===== src/rtl/synth_voice_pkg.sv =====
// Shared types for the synth voice allocation slice.
// Event encodings, FSM states and the empty note-table marker.
package synth_voice_pkg;

    typedef enum logic [1:0] {
        EV_NOTE_ON  = 2'b00,
        EV_NOTE_OFF = 2'b01,
        EV_ALL_OFF  = 2'b10,
        EV_RSVD     = 2'b11
    } ev_type_t;

    typedef enum logic [1:0] {
        IDLE   = 2'b00,
        SCAN   = 2'b01,
        COMMIT = 2'b10
    } alloc_state_t;

    localparam logic [7:0] NOTE_EMPTY = 8'hff;

endpackage


===== src/rtl/voice_allocator_pick.sv =====
// Combinational voice selection: note match, lowest free voice,
// oldest released voice, oldest voice overall (steal).
module voice_pick #(
    parameter int VOICES  = 8,
    parameter int V_WIDTH = 3
) (
    input  logic [VOICES-1:0]         key_on,
    input  logic [VOICES*8-1:0]       note_tab,
    input  logic [VOICES*V_WIDTH-1:0] rank_tab,
    input  logic [VOICES-1:0]         vf_q,
    input  logic [6:0]                note,
    output logic                      match_hit,
    output logic [V_WIDTH-1:0]        match_idx,
    output logic [V_WIDTH-1:0]        target_idx,
    output logic                      steal_flag
);

    logic               free_hit;
    logic [V_WIDTH-1:0] free_idx;
    logic               rel_hit;
    logic [V_WIDTH-1:0] rel_idx;
    logic [V_WIDTH-1:0] rel_rank;
    logic [V_WIDTH-1:0] old_idx;
    logic [V_WIDTH-1:0] old_rank;

    // Scan all voices; downward loops leave the lowest index, rank compares keep the oldest
    always_comb begin
        match_hit = 1'b0;
        match_idx = '0;
        free_hit  = 1'b0;
        free_idx  = '0;
        for (int i = VOICES - 1; i >= 0; i--) begin
            if (key_on[i] && note_tab[i*8 +: 8] == {1'b0, note}) begin
                match_hit = 1'b1;
                match_idx = V_WIDTH'(i);
            end
            if (!key_on[i] && vf_q[i]) begin
                free_hit = 1'b1;
                free_idx = V_WIDTH'(i);
            end
        end
        rel_hit  = 1'b0;
        rel_idx  = '0;
        rel_rank = '0;
        old_idx  = '0;
        old_rank = rank_tab[0 +: V_WIDTH];
        for (int i = 0; i < VOICES; i++) begin
            if (!key_on[i] &&
                (!rel_hit || rank_tab[i*V_WIDTH +: V_WIDTH] > rel_rank)) begin
                rel_hit  = 1'b1;
                rel_idx  = V_WIDTH'(i);
                rel_rank = rank_tab[i*V_WIDTH +: V_WIDTH];
            end
            if (rank_tab[i*V_WIDTH +: V_WIDTH] > old_rank) begin
                old_idx  = V_WIDTH'(i);
                old_rank = rank_tab[i*V_WIDTH +: V_WIDTH];
            end
        end
        steal_flag = !match_hit && !free_hit && !rel_hit;
        if (match_hit)     target_idx = match_idx;
        else if (free_hit) target_idx = free_idx;
        else if (rel_hit)  target_idx = rel_idx;
        else               target_idx = old_idx;
    end

endmodule


===== src/rtl/voice_allocator.sv =====
// Voice allocator: accepts MIDI note events, picks a voice
// (free-first, oldest-steal), keeps the gate vector, strobes updates.
module voice_allocator
    import synth_voice_pkg::*;
#(
    parameter int VOICES  = 8,
    parameter int V_WIDTH = 3
) (
    input  logic               reg_clk,
    input  logic               reset_reg_N,
    input  logic               ev_valid,
    output logic               ev_ready,
    input  logic [1:0]         ev_type,
    input  logic [6:0]         ev_note,
    input  logic [6:0]         ev_vel,
    input  logic [VOICES-1:0]  voice_free,
    output logic [VOICES-1:0]  key_on,
    output logic               upd_valid,
    output logic [V_WIDTH-1:0] upd_voice,
    output logic [7:0]         upd_note,
    output logic [7:0]         upd_vel,
    output logic               upd_gate,
    output logic               steal,
    output logic [V_WIDTH:0]   active_keys
);

    alloc_state_t               state;
    ev_type_t                   type_q;
    logic [6:0]                 note_q;
    logic [6:0]                 vel_q;
    logic [VOICES-1:0]          vf_q;
    logic [VOICES*8-1:0]        note_tab;
    logic [VOICES*V_WIDTH-1:0]  rank_tab;
    logic [VOICES*V_WIDTH-1:0]  rank_nxt;
    logic                       match_hit;
    logic [V_WIDTH-1:0]         match_idx;
    logic [V_WIDTH-1:0]         target_idx;
    logic                       steal_flag;
    logic                       is_on;
    logic                       is_off;
    logic [V_WIDTH:0]           key_cnt;

    assign ev_ready = (state == IDLE);
    assign is_on    = (type_q == EV_NOTE_ON) && (vel_q != 7'd0);
    assign is_off   = (type_q == EV_NOTE_OFF) ||
                      ((type_q == EV_NOTE_ON) && (vel_q == 7'd0));

    voice_pick #(
        .VOICES  (VOICES),
        .V_WIDTH (V_WIDTH)
    ) u_pick (
        .key_on     (key_on),
        .note_tab   (note_tab),
        .rank_tab   (rank_tab),
        .vf_q       (vf_q),
        .note       (note_q),
        .match_hit  (match_hit),
        .match_idx  (match_idx),
        .target_idx (target_idx),
        .steal_flag (steal_flag)
    );

    // Age every voice newer than the target; the target becomes newest
    always_comb begin
        rank_nxt = rank_tab;
        for (int i = 0; i < VOICES; i++) begin
            if (rank_tab[i*V_WIDTH +: V_WIDTH] <
                rank_tab[target_idx*V_WIDTH +: V_WIDTH])
                rank_nxt[i*V_WIDTH +: V_WIDTH] =
                    rank_tab[i*V_WIDTH +: V_WIDTH] + 1'b1;
        end
        rank_nxt[target_idx*V_WIDTH +: V_WIDTH] = '0;
    end

    // Population count of the gate vector
    always_comb begin
        key_cnt = '0;
        for (int i = 0; i < VOICES; i++)
            key_cnt = key_cnt + {{V_WIDTH{1'b0}}, key_on[i]};
    end

    // Event FSM; the table and update outputs are written entering COMMIT
    always_ff @(posedge reg_clk or negedge reset_reg_N) begin
        if (!reset_reg_N) begin
            state       <= IDLE;
            type_q      <= EV_RSVD;
            note_q      <= '0;
            vel_q       <= '0;
            vf_q        <= '0;
            key_on      <= '0;
            upd_valid   <= 1'b0;
            upd_voice   <= '0;
            upd_note    <= '0;
            upd_vel     <= '0;
            upd_gate    <= 1'b0;
            steal       <= 1'b0;
            active_keys <= '0;
            note_tab    <= {VOICES{NOTE_EMPTY}};
            for (int i = 0; i < VOICES; i++)
                rank_tab[i*V_WIDTH +: V_WIDTH] <= V_WIDTH'(i);
        end else begin
            upd_valid   <= 1'b0;
            steal       <= 1'b0;
            active_keys <= key_cnt;
            case (state)
                IDLE: begin
                    if (ev_valid) begin
                        type_q <= ev_type_t'(ev_type);
                        note_q <= ev_note;
                        vel_q  <= ev_vel;
                        vf_q   <= voice_free;
                        state  <= SCAN;
                    end
                end
                SCAN: begin
                    state <= COMMIT;
                    if (is_on) begin
                        key_on[target_idx]             <= 1'b1;
                        note_tab[target_idx*8 +: 8]    <= {1'b0, note_q};
                        rank_tab                       <= rank_nxt;
                        upd_valid <= 1'b1;
                        upd_voice <= target_idx;
                        upd_note  <= {1'b0, note_q};
                        upd_vel   <= {1'b0, vel_q};
                        upd_gate  <= 1'b1;
                        steal     <= steal_flag;
                    end else if (is_off && match_hit) begin
                        key_on[match_idx]          <= 1'b0;
                        note_tab[match_idx*8 +: 8] <= NOTE_EMPTY;
                        upd_valid <= 1'b1;
                        upd_voice <= match_idx;
                        upd_note  <= {1'b0, note_q};
                        upd_vel   <= {1'b0, vel_q};
                        upd_gate  <= 1'b0;
                    end else if (type_q == EV_ALL_OFF) begin
                        key_on   <= '0;
                        note_tab <= {VOICES{NOTE_EMPTY}};
                    end
                end
                COMMIT:  state <= IDLE;
                default: state <= IDLE;
            endcase
        end
    end

endmodule


===== config.mk =====
export PLATFORM = sky130hd
export DESIGN_NAME = voice_allocator
export DESIGN_NICKNAME = d
export VERILOG_FILES = /design/src/rtl/synth_voice_pkg.sv /design/src/rtl/voice_allocator_pick.sv /design/src/rtl/voice_allocator.sv
export SDC_FILE = /design/constraint.sdc
export NUM_CORES = 1
export LEC_CHECK = 0
export CORE_ASPECT_RATIO = 1.1
export CORE_UTILIZATION = 50
export CTS_BUF_LIST = sky130_fd_sc_hd__clkbuf_8
export DETAILED_ROUTE_END_ITERATION = 10
export PLACE_DENSITY = 0.71
export SLEW_MARGIN = 20
export SYNTH_ARGS = -nofsm -noshare
export SYNTH_HDL_FRONTEND = slang
export SYNTH_SLANG_ARGS = --single-unit

===== constraint.sdc =====
create_clock -name reg_clk -period 15 [get_ports reg_clk]
set_input_delay 3.75 -clock reg_clk [delete_from_list [all_inputs] [get_ports reg_clk]]
set_output_delay 3.75 -clock reg_clk [all_outputs]
set_load 0.03 [all_outputs]

==> results of run 1 <==
## metal layers
layer | global-route usage (%) | vias up | wire [um]
li1 | - | 3967 | -
met1 | 33.19 | 4068 | 11790
met2 | 44.31 | 201 | 12860
met3 | 4.714 | 46 | 1178
met4 | 9.845 | 0 | 814
met5 | 0 | - | 0
## flip-flops by register name (all words and copies together), names as in the netlist, 3 cells and up
signal,cells
upd_voice,3
active_keys,4
vf_q,8
upd_note,7
note_q,7
key_on,8
rank_tab,24
note_tab,64
vel_q,7
upd_vel,7
## cell type report
cell class                 instances  area share [%]
tap                              252           2.769
clock buffer                      17           2.055
inverter                          67           2.209
sequential                       146           32.95
timing repair buffer              64           5.527
multi-input combinational        811           53.22
clock inverter                    15           1.275
## placed cells by master, fill, tap and decap left out, types with 29 or more instances in the layout
| cell type | count |
|---|---|
| nand3_1 | 29 |
| clkdlybuf4s50_1 | 58 |
| inv_1 | 62 |
| mux2_2 | 69 |
| a21oi_1 | 61 |
| ha_1 | 75 |
| xnor2_1 | 31 |
| o21ai_0 | 61 |
| nor2_1 | 56 |
| dfrtp_1 | 68 |
| dfstp_2 | 78 |
| nand2_1 | 104 |
## synthesized netlist by cell type, types with 6 or more instances
cell	count
a211o_1	6
a211oi_1	7
a21o_1	7
a21oi_1	61
a22o_1	6
a31o_1	8
a31oi_1	8
a41o_1	8
a41oi_2	8
and3_1	6
buf_4	9
clkbuf_1	20
dfrtp_1	68
dfstp_2	78
ha_1	75
inv_1	62
mux2_1	7
mux2_2	69
mux2i_1	12
nand2_1	104
nand2b_1	20
nand3_1	29
nand3b_1	13
nand4_1	8
nor2_1	57
nor2b_1	11
nor3_1	16
nor4_1	11
o211ai_1	8
o21ai_0	61
o21ai_1	10
o311ai_0	6
o31ai_1	15
or3_1	9
or4_1	12
xnor2_1	31
xor2_1	26
## metrics by stage
step           cells  hold WS [ps]  cell area [um2]  worst slack [ps]  utilization (%)
2_1_floorplan   1064         446.8            10260              3400                -
3_3_place_gp    1340         455.7            11010              1958            55.04
3_5_place_dp    1340         461.8            11010              1563            55.04
4_1_cts         1372         478.6            11390              1525            56.93
5_1_grt         1372         485.9            11390             383.4            56.93
6_report        1372         471.5            11390              1319            56.93
## worst max-delay path: cells and delay by family (launching register included)
family | cells | cell delay [ps]
AO/OA/AOI/OAI | 25 | 6090
flip-flops | 1 | 510
multiplexers | 4 | 1400
buffers and inverters | 3 | 790
adder cells (fa/ha/maj) | 8 | 2440
AND/OR/NAND/NOR | 9 | 2340
## path summary, 6_finish.rpt
path / from / end / slack [ps]
max in group asynchronous: reset_reg_N / note_q[1] / 10350
setup reg to reg: key_on[0] / rank_tab[11] / 1320
hold / removal: note_tab[34] / note_tab[34] / 470
hold reg to reg: note_tab[34] / note_tab[34] / 470
setup / recovery: key_on[0] / rank_tab[11] / 1320
min in group asynchronous: reset_reg_N / active_keys[1] / 3320
## cell families (layout without fill, tap and decap cells)
family	Yosys count	in the layout	share of synthesized area, %
other	1	2	0.03657
AND/OR/NAND/NOR	331	331	17.28
XOR/XNOR	57	57	4.868
multiplexers	88	88	9.517
AO/OA/AOI/OAI	254	254	17.34
adder cells (fa/ha/maj)	79	79	9.932
flip-flops	146	146	36.58
buffers and inverters	107	163	4.453
==> summary.txt, run 1 <==
Route
  • Total Wirelength: 26.63 mm
  • Via count: 8282
  • Routed len/inst: 19.41 um
  • Drc violations: 7
  • DR iter-0 viols: 441
  • DRT antenna net count: 0
  • TritonRoute pass-1 iters: 8
  • Drt via density: 6.036

STA
  • Period utilization: 91.21%
  • TNS Setup: 0 ps
  • Peak Freq: 73.10 MHz
  • Final Skew: 14.70 ps
  • RSZ-0062 raised after global routing: false
  • Slew @ Worst Pin: 1074 ps
  • Worst slew margin: 28.42%
  • Setup violators final: 0
  • Slew Limit Fails: 0
  • Final-report hold violation count: 0
  • Min cycle time layout: 13680 ps

Yosys
  • EDFF count, synth: 0
  • Synthesis-stage register bit count: 146
  • Mapped Cells: 1063
  • Fraction of registers with async set/reset: 100.0%
  • Mapped cell area: 10250 um2
  • Largest area contributor in the netlist: dfstp_2
  • Post-synthesis sequential area ratio: 36.58%
  • Avg Inst Size Synth: 9.647 um2
  • Main flop type after synthesis: dfstp_2
  • Top cell type's share of synthesized area: 19.99%
  • Netlist cell types: 82
  • Synth top area cells: dfstp_2 (20%), dfrtp_1 (17%), ha_1 (9.2%)
  • Yosys warnings: 0

Clocking
  • CTS tree: built
  • H-tree levels: 4
  • Inserted Clock Buffers: 17
  • Setup bufs post-CTS: 0
  • Clock Path Buffers: 2
  • Clock sinks: 146
  • Post_cts resized: 0
  • Clk Latency, worst-skew pair: 460 ps
  • Clock Pin Slew Worst Setup and Hold Paths: 90 ps
  • Hold_buf cts: 0
  • CTS Root Cell: clkbuf_8

Layout
  • Synthesis-to-finish area growth: 11.03%
  • Reg area: 3751 um2
  • Final net count: 1213
  • Fill count: 1760
  • Share of post-route cells with drive strength above 1: 19.55%
  • Area of the multi-input gates: 6060 um2
  • Diode count: 0

Worst setup path
  • Slowest cell on the critical path: a21oi_1
  • Most used cell along the critical path: ha_1
  • WS Path Type: flip-flop to flip-flop
  • CP max stage delay: 860 ps
  • Crit path arrival time: 14050 ps
  • Endpoint type of the worst setup path: flip-flop
  • Worst setup SP type: flip-flop
  • Required time of the critical path: 15370 ps
  • Worst-path maximum fanout: 22
  • Worst r2r path cells: 49

Run
  • Max cap viols: 0

Die
  • Die H: 152.2 um
  • Die span in x: 138.5 um
  • Row cnt: 54
  • Io pins: 62
  • Initial Util: 51.28%
  • Core area: 20000 um2
  • Die footprint: 21090 um2

Placed design
  • Port Buffers: 59
  • RePlAce Congestion: 0.9425
  • Post-DP HPWL: 19.72 mm

Global route
  • Global Route Usage Sum: 26.14%
  • Initial antenna violation count: 0
  • Largest net degree at the start of global routing: 81
  • First-pass GRT wire length: 43.44 mm
  • Grt total ovfl: 0
  • Vias in the first global route: 8290

Worst hold path
  • Class of the worst hold path: flip-flop to flip-flop
  • Hold Path Cell Cnt: 2

Status
  • Failing checks: DRC
  • Status: complete, but fails checks
Power of run 1 is not shown: default switching activity piles up to over one toggle a cycle in this logic, so the estimate is an artifact.
==> run 2, diff against run 1 <==
--- a/config.mk
+++ b/config.mk
@@ -5,10 +5,13 @@
 export SDC_FILE = /design/constraint.sdc
 export NUM_CORES = 1
 export LEC_CHECK = 0
+export ABC_AREA = 1
+export CAP_MARGIN = 15
 export CORE_ASPECT_RATIO = 1.1
 export CORE_UTILIZATION = 50
 export CTS_BUF_LIST = sky130_fd_sc_hd__clkbuf_8
 export DETAILED_ROUTE_END_ITERATION = 10
+export MAX_ROUTING_LAYER = met4
 export PLACE_DENSITY = 0.71
 export SLEW_MARGIN = 20
 export SYNTH_ARGS = -nofsm -noshare
==> run 2 against run 1 <==
Compared with the run above:
- the flow now finishes without violations
- register-to-register slack better by 2900 ps
- critical path type unchanged
- critical path depth up 19
- maximum frequency increased by 27%
- via count increased by 24%
- clock skew up 11 ps
- synthesized area increased by 7.4%
==> summary.txt, run 2 <==
Global route
  • Global Route Usage Sum: 29.76%
  • Grt total ovfl: 0
  • Largest net degree at the start of global routing: 78
  • Vias in the first global route: 9713
  • First-pass GRT wire length: 49.85 mm
  • Initial antenna violation count: 0

STA
  • Slew @ Worst Pin: 894.1 ps
  • Worst slew margin: 40.39%
  • Period utilization: 71.66%
  • Min cycle time layout: 10750 ps
  • Final Skew: 25.72 ps
  • Final-report hold violation count: 0
  • Setup violators final: 0
  • Peak Freq: 93.03 MHz
  • Slew Limit Fails: 0
  • RSZ-0062 raised after global routing: false
  • TNS Setup: 0 ps

Layout
  • Diode count: 0
  • Commonest non-fill, non-tap cell in the layout: nand2_1
  • Synthesis-to-finish area growth: 9.794%
  • Reg with most FFs: note_tab
  • Most frequent cells in the layout: nand2_1 (562), inv_1 (150), nor2_1 (131), dfstp_2 (78), nand3_1 (77)
  • Largest register FFs: 64
  • Final net count: 1711
  • Fill count: 2134
  • Share of post-route cells with drive strength above 1: 12.98%
  • Largest registers: note_tab (64), rank_tab (24)

Yosys
  • Mapped Cells: 1567
  • Mapped cell area: 11010 um2
  • Synthesis-stage register bit count: 146
  • Top cell type's share of synthesized area: 19.16%
  • Main flop type after synthesis: dfstp_2
  • Yosys warnings: 0
  • Synth top area cells: nand2_1 (19%), dfstp_2 (19%), dfrtp_1 (15%)
  • Post-synthesis sequential area ratio: 34.06%
  • Fraction of registers with async set/reset: 100.0%
  • EDFF count, synth: 0
  • Most instantiated library cell after synthesis: nand2_1
  • Synth cell count leaders: nand2_1 (562), inv_1 (149), nor2_1 (132)
  • Avg Inst Size Synth: 7.027 um2
  • Largest area contributor in the netlist: nand2_1
  • Netlist cell types: 58

Clocking
  • CTS tree: built
  • Clk Latency, worst-skew pair: 480 ps
  • CTS Root Cell: clkbuf_8
  • Setup bufs post-CTS: 0
  • Clock Path Buffers: 2
  • Clock Pin Slew Worst Setup and Hold Paths: 90 ps
  • Inserted Clock Buffers: 17
  • Clock sinks: 146
  • Hold_buf cts: 0
  • H-tree levels: 4
  • Post_cts resized: 0

Die
  • Die footprint: 22620 um2
  • Die H: 157.6 um
  • Io pins: 62
  • Core area: 21440 um2
  • Row cnt: 56
  • Initial Util: 51.36%
  • Die span in x: 143.5 um

Worst setup path
  • Critical path buffers and inverters: 4
  • Worst-path maximum fanout: 28
  • Crit path arrival time: 11140 ps
  • Worst Setup SP: key_on[0]
  • Slowest cell on the critical path: dfrtp_1
  • Endpoint type of the worst setup path: flip-flop
  • Worst R2R Setup Slack: 4250 ps
  • CP max stage delay: 490 ps
  • Reg2reg start: key_on[0]
  • Most used cell along the critical path: nand2_1
  • Stages on worst setup path: 68
  • Required time of the critical path: 15390 ps
  • WS Path Type: flip-flop to flip-flop
  • Worst setup SP type: flip-flop
  • Critical Path End: note_tab[9]
  • Worst r2r path cells: 68
  • Crit path max-delay family: simple AND/OR/NAND/NOR gates
  • FF-to-FF End: note_tab[9]

Worst hold path
  • Class of the worst hold path: flip-flop to flip-flop

Route
  • Routed len/inst: 16.12 um
  • Drc violations: 0
  • Via count: 10310
  • Drt via density: 5.403
  • DRT antenna net count: 0
  • Total Wirelength: 30.76 mm
  • TritonRoute pass-1 iters: 5
  • DR iter-0 viols: 652

Placed design
  • RePlAce Congestion: 0.9495
  • Port Buffers: 59
  • Post-DP HPWL: 23.16 mm

Status
  • Status: completed

Run
  • Max cap viols: 0
-- run 2: kinds of logic (layout without fill, tap and decap cells) --
logic type / after synthesis / count (layout) / share of synthesized area, %
other cells: 1 / 2 / 0.03405
flops: 146 / 146 / 34.06
compound gates: 198 / 198 / 10.85
buf+inv: 210 / 260 / 8.363
fa+ha+maj: 79 / 79 / 9.249
simple gates: 916 / 916 / 36.09
xor+xnor: 17 / 17 / 1.352
-- run 2: metrics by stage --
stage,worst slack (ps),utilization (%),instance area [um2],std cells,hold slack [ps]
finish,4251,56.39,12090,1908,472.0
global route,2951,56.39,12090,1908,483.7
floorplan,5877,-,11020,1568,424.3
detailed placement,4402,54.59,11700,1876,453.6
global placement,4552,54.59,11700,1876,446.8
CTS,4298,56.39,12090,1908,470.8
-- run 2: how the worst min path moves through the flow --
stage	from	to	slack, ps	depth (start not counted)
2_1_floorplan	state[1]	state[1]	420	1
3_3_place_gp	state[1]	state[1]	450	1
3_5_place_dp	state[1]	state[1]	450	1
4_1_cts	note_tab[15]	note_tab[15]	470	2
5_1_grt	note_tab[15]	note_tab[15]	480	2
6_report	note_tab[15]	note_tab[15]	470	2
-- run 2: worst register-to-register path, delay by kind of cell, from the launching register on --
| family | cells | cell delay [ps] |
|---|---|---|
| DFF | 1 | 490 |
| and+or+nand+nor | 39 | 4240 |
| AOI/OAI and AO/OA | 16 | 2390 |
| adders and majority gates | 9 | 2660 |
| buffers and inverters | 4 | 900 |
-- run 2: routing by layer --
metal	GRT usage, %	routed length (um)	up-vias
met5	-	0	-
met4	10.99	988	0
met3	3.751	1310	71
met2	50.16	15010	271
met1	36.46	13450	4821
li1	-	-	5145
-- run 2: cell type report --
class,instances,area [um2],area share [%]
Clock buffer,17,234.0,1.935
Clock inverter,15,152.6,1.263
Inverter,165,621.8,5.143
Multi-Input combinational cell,1212,6346,52.49
Sequential cell,146,3751,31.03
Tap cell,290,362.8,3.001
Timing Repair Buffer,63,621.8,5.143
Power of run 2 is left out for the same reason.
